## src/rtl/sync_fifo_pkg.sv

```systemverilog
// Shared sizing helpers for the sync_fifo_flex slice.
// Every width derived from DEPTH is computed here, so the top, the
// storage and the bus interface always agree.
//   addr_w(depth) : RAM address width, log2(depth)
//   ptr_w(depth)  : read/write pointer width, log2(depth)+1.
//                   The extra MSB tells full apart from empty.
//   cnt_w(depth)  : fill-level width. It must hold 0..depth, so it
//                   equals the pointer width.
package sync_fifo_pkg;

  function automatic int addr_w(input int depth);
    return (depth < 2) ? 1 : $clog2(depth);
  endfunction

  function automatic int ptr_w(input int depth);
    return addr_w(depth) + 1;
  endfunction

  function automatic int cnt_w(input int depth);
    return ptr_w(depth);
  endfunction

endpackage

```

## src/rtl/sync_fifo_flex_if.sv

```systemverilog
// Handshake and status bundle of sync_fifo_flex.
//   master : the FIFO user. It drives flush_i, wen_i, wdata_i and ren_i,
//            and observes the data and status outputs.
//   slave  : the FIFO itself.
// DEPTH and DWIDTH must match the parameters of the attached FIFO.
interface sync_fifo_flex_if #(
  parameter int DEPTH  = 32,
  parameter int DWIDTH = 8
);
  import sync_fifo_pkg::*;

  localparam int CW = cnt_w(DEPTH);

  logic              flush_i;
  logic              wen_i;
  logic [DWIDTH-1:0] wdata_i;
  logic              ren_i;
  logic [DWIDTH-1:0] rdata_o;
  logic              rvalid_o;
  logic              full_o;
  logic              empty_o;
  logic              afull_o;
  logic              aempty_o;
  logic [CW-1:0]     count_o;
  logic              ovf_o;
  logic              udf_o;

  modport master (
    output flush_i, wen_i, wdata_i, ren_i,
    input  rdata_o, rvalid_o, full_o, empty_o, afull_o, aempty_o,
           count_o, ovf_o, udf_o
  );

  modport slave (
    input  flush_i, wen_i, wdata_i, ren_i,
    output rdata_o, rvalid_o, full_o, empty_o, afull_o, aempty_o,
           count_o, ovf_o, udf_o
  );

endinterface

```

## src/rtl/fifo_ram.sv

```systemverilog
// Storage array of sync_fifo_flex.
// It has one synchronous write port and one asynchronous read port.
// The array has no reset, so its contents are undefined until written.
//   clk   : write clock
//   we    : write enable
//   waddr : write address
//   wdata : write data
//   raddr : read address
//   rdata : combinational read data
module fifo_ram import sync_fifo_pkg::*; #(
  parameter int DEPTH  = 32,
  parameter int DWIDTH = 8
) (
  input  logic                      clk,
  input  logic                      we,
  input  logic [addr_w(DEPTH)-1:0]  waddr,
  input  logic [DWIDTH-1:0]         wdata,
  input  logic [addr_w(DEPTH)-1:0]  raddr,
  output logic [DWIDTH-1:0]         rdata
);

  logic [DWIDTH-1:0] mem [DEPTH];

  always_ff @(posedge clk) begin
    if (we) mem[waddr] <= wdata;
  end

  assign rdata = mem[raddr];

endmodule

```

## src/rtl/sync_fifo_flex.sv

```systemverilog
// Synchronous FIFO with configurable thresholds and read mode.
//
// Ports:
//   clk : clock. All state updates on posedge.
//   rst : synchronous active-high reset. It overrides flush and all
//         accesses.
//   bus : sync_fifo_flex_if slave modport.
//     flush_i  : clears pointers and flags. No access happens that cycle.
//     wen_i    : write request; wdata_i is the write data.
//     ren_i    : read request.
//     rdata_o  : read data; rvalid_o qualifies it.
//     full_o, empty_o, afull_o, aempty_o : level flags.
//     count_o  : fill level, 0..DEPTH.
//     ovf_o    : sticky flag for a rejected write.
//     udf_o    : sticky flag for a rejected read.
//
// Read modes:
//   FWFT=1 : the head word is presented combinationally, and
//            rvalid_o = !empty_o.
//   FWFT=0 : the head word is registered on an accepted read, and
//            rvalid_o pulses for one cycle.
module sync_fifo_flex import sync_fifo_pkg::*; #(
  parameter int DEPTH     = 32,
  parameter int DWIDTH    = 8,
  parameter int AFULL_TH  = DEPTH - 2,
  parameter int AEMPTY_TH = 2,
  parameter int FWFT      = 1
) (
  input logic             clk,
  input logic             rst,
  sync_fifo_flex_if.slave bus
);

  localparam int AW = addr_w(DEPTH);
  localparam int PW = ptr_w(DEPTH);

  localparam logic [PW-1:0] DEPTH_C  = PW'(DEPTH);
  localparam logic [PW-1:0] AFULL_C  = PW'(AFULL_TH);
  localparam logic [PW-1:0] AEMPTY_C = PW'(AEMPTY_TH);

  logic [PW-1:0]     wptr;
  logic [PW-1:0]     rptr;
  logic [PW-1:0]     count;
  logic              full;
  logic              empty;
  logic              rd_acc;
  logic              wr_acc;
  logic              ovf;
  logic              udf;
  logic [DWIDTH-1:0] ram_rdata;

  // The pointers run modulo 2*DEPTH, so their difference is the exact
  // fill level, including the full case.
  assign count = wptr - rptr;
  assign full  = (count == DEPTH_C);
  assign empty = (count == '0);

  // A flush takes precedence, so no access is accepted in a flush cycle.
  // When the FIFO is full, a write is still accepted if a read frees a
  // slot in the same cycle.
  assign rd_acc = bus.ren_i & ~empty & ~bus.flush_i;
  assign wr_acc = bus.wen_i & (~full | rd_acc) & ~bus.flush_i;

  fifo_ram #(
    .DEPTH  (DEPTH),
    .DWIDTH (DWIDTH)
  ) u_ram (
    .clk   (clk),
    .we    (wr_acc & ~rst),
    .waddr (wptr[AW-1:0]),
    .wdata (bus.wdata_i),
    .raddr (rptr[AW-1:0]),
    .rdata (ram_rdata)
  );

  always_ff @(posedge clk) begin
    if (rst) begin
      wptr <= '0;
      rptr <= '0;
      ovf  <= 1'b0;
      udf  <= 1'b0;
    end else if (bus.flush_i) begin
      wptr <= '0;
      rptr <= '0;
      ovf  <= 1'b0;
      udf  <= 1'b0;
    end else begin
      if (wr_acc) wptr <= wptr + 1'b1;
      if (rd_acc) rptr <= rptr + 1'b1;
      if (bus.wen_i && !wr_acc) ovf <= 1'b1;
      if (bus.ren_i && !rd_acc) udf <= 1'b1;
    end
  end

  assign bus.count_o  = count;
  assign bus.full_o   = full;
  assign bus.empty_o  = empty;
  assign bus.afull_o  = (count >= AFULL_C);
  assign bus.aempty_o = (count <= AEMPTY_C);
  assign bus.ovf_o    = ovf;
  assign bus.udf_o    = udf;

  if (FWFT != 0) begin : g_fwft
    assign bus.rdata_o  = ram_rdata;
    assign bus.rvalid_o = ~empty;
  end else begin : g_reg
    logic [DWIDTH-1:0] rdata_p1;
    logic              vld_p1;

    // registered read stage
    always_ff @(posedge clk) begin
      if (rst) begin
        rdata_p1 <= '0;
        vld_p1   <= 1'b0;
      end else if (bus.flush_i) begin
        vld_p1   <= 1'b0;
      end else begin
        vld_p1   <= rd_acc;
        if (rd_acc) rdata_p1 <= ram_rdata;
      end
    end

    assign bus.rdata_o  = rdata_p1;
    assign bus.rvalid_o = vld_p1;
  end

endmodule

```

## src/flat_wrapper.sv

```systemverilog
// flat-port wrapper written by rule: the top's interface ports become plain ports
module sync_fifo_flex_flat import sync_fifo_pkg::*;
#(
  parameter int DEPTH     = 32,
  parameter int DWIDTH    = 8,
  parameter int AFULL_TH  = DEPTH - 2,
  parameter int AEMPTY_TH = 2,
  parameter int FWFT      = 1
)
  (clk, rst, bus_flush_i, bus_wen_i, bus_wdata_i, bus_ren_i, bus_rdata_o, bus_rvalid_o, bus_full_o, bus_empty_o, bus_afull_o, bus_aempty_o, bus_count_o, bus_ovf_o, bus_udf_o);
  sync_fifo_flex_if #(.DEPTH(DEPTH), .DWIDTH(DWIDTH)) bus_i ();
  input logic clk;
  input logic rst;
  input wire logic [$bits(bus_i.flush_i)-1:0] bus_flush_i;
  input wire logic [$bits(bus_i.wen_i)-1:0] bus_wen_i;
  input wire logic [$bits(bus_i.wdata_i)-1:0] bus_wdata_i;
  input wire logic [$bits(bus_i.ren_i)-1:0] bus_ren_i;
  output wire logic [$bits(bus_i.rdata_o)-1:0] bus_rdata_o;
  output wire logic [$bits(bus_i.rvalid_o)-1:0] bus_rvalid_o;
  output wire logic [$bits(bus_i.full_o)-1:0] bus_full_o;
  output wire logic [$bits(bus_i.empty_o)-1:0] bus_empty_o;
  output wire logic [$bits(bus_i.afull_o)-1:0] bus_afull_o;
  output wire logic [$bits(bus_i.aempty_o)-1:0] bus_aempty_o;
  output wire logic [$bits(bus_i.count_o)-1:0] bus_count_o;
  output wire logic [$bits(bus_i.ovf_o)-1:0] bus_ovf_o;
  output wire logic [$bits(bus_i.udf_o)-1:0] bus_udf_o;
  assign bus_i.flush_i = bus_flush_i;
  assign bus_i.wen_i = bus_wen_i;
  assign bus_i.wdata_i = bus_wdata_i;
  assign bus_i.ren_i = bus_ren_i;
  assign bus_rdata_o = bus_i.rdata_o;
  assign bus_rvalid_o = bus_i.rvalid_o;
  assign bus_full_o = bus_i.full_o;
  assign bus_empty_o = bus_i.empty_o;
  assign bus_afull_o = bus_i.afull_o;
  assign bus_aempty_o = bus_i.aempty_o;
  assign bus_count_o = bus_i.count_o;
  assign bus_ovf_o = bus_i.ovf_o;
  assign bus_udf_o = bus_i.udf_o;
  sync_fifo_flex #(.DEPTH(DEPTH), .DWIDTH(DWIDTH), .AFULL_TH(AFULL_TH), .AEMPTY_TH(AEMPTY_TH), .FWFT(FWFT)) u_core (.clk(clk), .rst(rst), .bus(bus_i));
endmodule
```

## config.mk

```make
export PLATFORM = sky130hd
export DESIGN_NAME = sync_fifo_flex_flat
export DESIGN_NICKNAME = d
export VERILOG_FILES = /design/src/rtl/sync_fifo_pkg.sv /design/src/rtl/sync_fifo_flex_if.sv /design/src/rtl/fifo_ram.sv /design/src/rtl/sync_fifo_flex.sv /design/src/flat_wrapper.sv
export SDC_FILE = /design/constraint.sdc
export NUM_CORES = 1
export LEC_CHECK = 0
export ABC_AREA = 1
export BUFFER_PORTS_ARGS = -buffer_cell sky130_fd_sc_hd__buf_2
export CORE_MARGIN = 3
export CORE_UTILIZATION = 50
export DETAILED_ROUTE_END_ITERATION = 10
export HOLD_SLACK_MARGIN = 0.08
export PLACE_DENSITY = 0.62
export SYNTH_ARGS = -nofsm -noshare
export SYNTH_HDL_FRONTEND = slang
export SYNTH_SLANG_ARGS = --single-unit
```

## constraint.sdc

```tcl
create_clock -name clk -period 3.7 [get_ports clk]
set_input_delay 0.185 -clock clk [delete_from_list [all_inputs] [get_ports clk]]
set_output_delay 0.185 -clock clk [all_outputs]
set_load 0.005 [all_outputs]
```

==> summary.txt <==
Detailed routing
  – DR iter-0 viols: 1030
  – Final ANT Viol Nets: 0
  – Vias per cell: 5.98
  – Wirelength per Cell: 22.9 um
  – DRC viols: 0
  – DRT Wirelength: 28900 um
  – Pre-Repair DR Iteration Count: 5
  – DR vias: 7550

Synth
  – Commonest cells in the netlist: edfxtp_1 (256), nor2_1 (180), o21ai_0 (139)
  – Area leader, netlist: edfxtp_1
  – Avg Synthesized Cell Area: 12.3 sq um
  – Number of enable flip-flop cells after synthesis: 256
  – Synth area leaders: edfxtp_1 (68%), o21ai_0 (6.1%), nor2_1 (5.9%)
  – Async SR Flop Fraction: 0
  – Distinct cells, synth: 31
  – Netlist Area Pre-Place: 11400 sq um
  – Yosys warns: 0
  – Most common cell in the synthesized netlist: edfxtp_1
  – Synth Flop Type: edfxtp_1
  – Post-synthesis net count: 951
  – Cell count after synthesis: 927
  – Synth Register Bits: 275
  – Post-synthesis sequential area ratio: 0.708
  – Synth top area share: 0.675

Timing
  – Worst slew pin tran: 0.836 ns
  – Fin crit share: 0.883
  – Clk_skew: 0.0136 ns
  – Slew headroom: 0.442
  – Post-layout min period: 3.27 ns
  – Final setup violating endpoints: 0
  – RSZ-0062 raised after global routing: false
  – Fin Setup TNS: 0 ns
  – Final Hold Viols: 0
  – FMAX: 306 MHz
  – Final slew viol count: 0

Critical path
  – Critical path fanouts, max: 10
  – Worst reg-to-reg path cell count: 12
  – R2r setup slk: 0.43 ns
  – CP Class: reg -> reg
  – Worst R2R End: u_core.u_ram.mem[23][5]$_DFFE_PP_
  – Nature of the critical path startpoint: flip-flop
  – Data arrival, critical path: 3.44 ns
  – Reg2reg start: u_core.wptr[0]$_SDFFE_PP0P_
  – CP required: 3.87 ns
  – CP startpoint: u_core.wptr[0]$_SDFFE_PP0P_
  – Crit. End Element: flip-flop
  – Crit path capture: u_core.u_ram.mem[23][5]$_DFFE_PP_

Cells and area
  – Final #Nets: 985
  – Layout area overhead: 12.4%
  – Antenna diodes: 0
  – Design Area, Final: 12800 sq um
  – Area occupied by multi-input gates: 2940 sq um
  – Non-Filler Instances: 1262
  – Fillers: 1784
  – Core utilization of the finished layout: 0.579
  – Seq. cell area: 8070 sq um
  – Ratio of cells with drive above 1 in the final layout: 0.119

Floorplanning
  – Starting Density: 0.515
  – Chip Width: 157 um
  – Die footprint: 24600 sq um
  – Site Rows: 54
  – Core outline area: 22100 sq um
  – Io pins: 34
  – Die Ht: 157 um

Worst hold path
  – Hold path depth: 4
  – Hold crit path type: in -> reg

Run
  – Max_cap viols: 0

CTS
  – Clock Sinks: 275
  – CTS tree: yes
  – Root Driver: clkbuf_16
  – CTS Buffer Depth: 3
  – CTS Hold Buffers Added: 4
  – Clk Latency, worst-skew pair: 0.54 ns
  – Htree depth: 1
  – CTS buffer count: 28
  – Postcts setup bufs: 0
  – Post-CTS Resized: 0
  – Clock transition at the registers of the reported paths: 0.06 ns

Power and ir drop
  – LEAKAGE: 4.31 nW
  – Pwr Density: 499 nW/um^2
  – Maximum vdd ir drop: 0.377 mV

Global route
  – Pin count of the biggest net entering global routing: 129
  – Vias in the first global route: 7307
  – GRT overflow: 0
  – First-pass GRT wire length: 43800 um
  – Tot GR Track Use: 0.236
  – Initial antenna violation count: 0

Placed design
  – Dpl cell area: 11900 sq um
  – Port bufs: 33
  – Post-DP HPWL: 17400 um
  – Placed cells: 1207
  – Routability cong.: 0.831

Run status
  – Outcome: finished clean
## layer usage
metal,up-vias,part of all wire,GRT usage
met5,-,0,0
met4,0,0.025,0.0600
met3,51,0.085,0.0473
met2,339,0.46,0.354
met1,3696,0.43,0.357
li1,3464,-,-
## cell families (layout without fill, tap and decap cells)
group	Yosys count	after routing	synth area share
buffers and inverters	94	149	0.0334
AOI/OAI and AO/OA	227	227	0.118
and+or+nand+nor	310	310	0.119
xor gates and xnor gates	10	10	0.00835
DFF	275	275	0.708
adders and majority gates	11	11	0.0127
## critical path, stage by stage (launching register included)
cell and delay (ns):
dfxtp_1 0.42, inv_1 0.12, ha_1 0.24, fa_1 0.40, nand3b_1 0.18, nand2_1 0.11
xor2_2 0.25, nor2_2 0.09, nand3_4 0.17, nand2_4 0.11, inv_4 0.10, nand2_4 0.13
nor2_1 0.56
## state kept, by name, indices dropped and copies added, names as in the netlist, named ones only
signal and count:
u_core.wptr 6, u_core.u_ram.mem 256, u_core.bus.udf_o 1, u_core.bus.ovf_o 1, u_core.rptr 6
## worst min path at each step
| stage | startpoint | to | slack (ns) |
|---|---|---|---|
| 3_3_place_gp | bus_ren_i | u_core.bus.udf_o$_SDFFE_PP0P_ | 0.44 |
| 4_1_cts | bus_flush_i | u_core.wptr[4]$_SDFFE_PP0P_ | 0.11 |
| 6_report | bus_flush_i | u_core.rptr[5]$_SDFFE_PP0N_ | 0.12 |
| 3_5_place_dp | u_core.bus.ovf_o$_SDFFE_PP0P_ | u_core.bus.ovf_o$_SDFFE_PP0P_ | 0.45 |
| 5_1_grt | bus_flush_i | u_core.wptr[2]$_SDFFE_PP0P_ | 0.13 |
| 2_1_floorplan | bus_wdata_i[0] | u_core.u_ram.mem[0][0]$_DFFE_PP_ | 0.28 |
## placed cells by master (no fill, tap or decap), types with 2 or more instances in the layout
| master | count |
|---|---|
| edfxtp_1 | 256 |
| nor2_1 | 180 |
| o21ai_0 | 139 |
| nand2_1 | 58 |
| o221ai_1 | 48 |
| nand3_1 | 47 |
| inv_1 | 37 |
| buf_2 | 33 |
| clkbuf_16 | 28 |
| buf_4 | 19 |
| dfxtp_1 | 17 |
| o22ai_1 | 16 |
| a21oi_1 | 15 |
| ha_1 | 10 |
| xor2_1 | 8 |
| clkinv_2 | 8 |
| o21ai_1 | 6 |
| clkinv_1 | 6 |
| nor3_1 | 5 |
| nor2_2 | 5 |
| nand2_2 | 4 |
| clkbuf_1 | 4 |
| dlygate4sd3_1 | 4 |
| nand3b_1 | 3 |
| nand4_4 | 3 |
| bufinv_16 | 3 |
| o21a_1 | 2 |
| nand2_4 | 2 |
| buf_12 | 2 |
## layout make-up
cell class | instances | area share
clock buffers | 32 | 0.0559
clock inverters | 19 | 0.0141
inverters | 40 | 0.0120
multi-input cells | 558 | 0.230
flip-flops and latches | 275 | 0.631
well taps | 280 | 0.0274
repair buffers | 58 | 0.0303
## where the power goes
group / leakage [nW] / switching [mW] / internal, mW
sequential: 2.46 / 0.00364 / 3.40
clock: 0.441 / 1.16 / 1.60
combinational: 1.42 / 0.171 / 0.0572
total: 4.31 / 1.33 / 5.06
## per-stage QoR
stage / total power [mW] / hold WS [ns] / setup slack [ns]
2_1_floorplan: 3.58 / 0.284 / 0.879
3_3_place_gp: 3.70 / 0.436 / 0.579
3_5_place_dp: 3.70 / 0.448 / 0.462
4_1_cts: 6.43 / 0.114 / 0.454
5_1_grt: 6.58 / 0.133 / 0.175
6_report: 6.39 / 0.118 / 0.432
(Power assumes the default switching activity.)
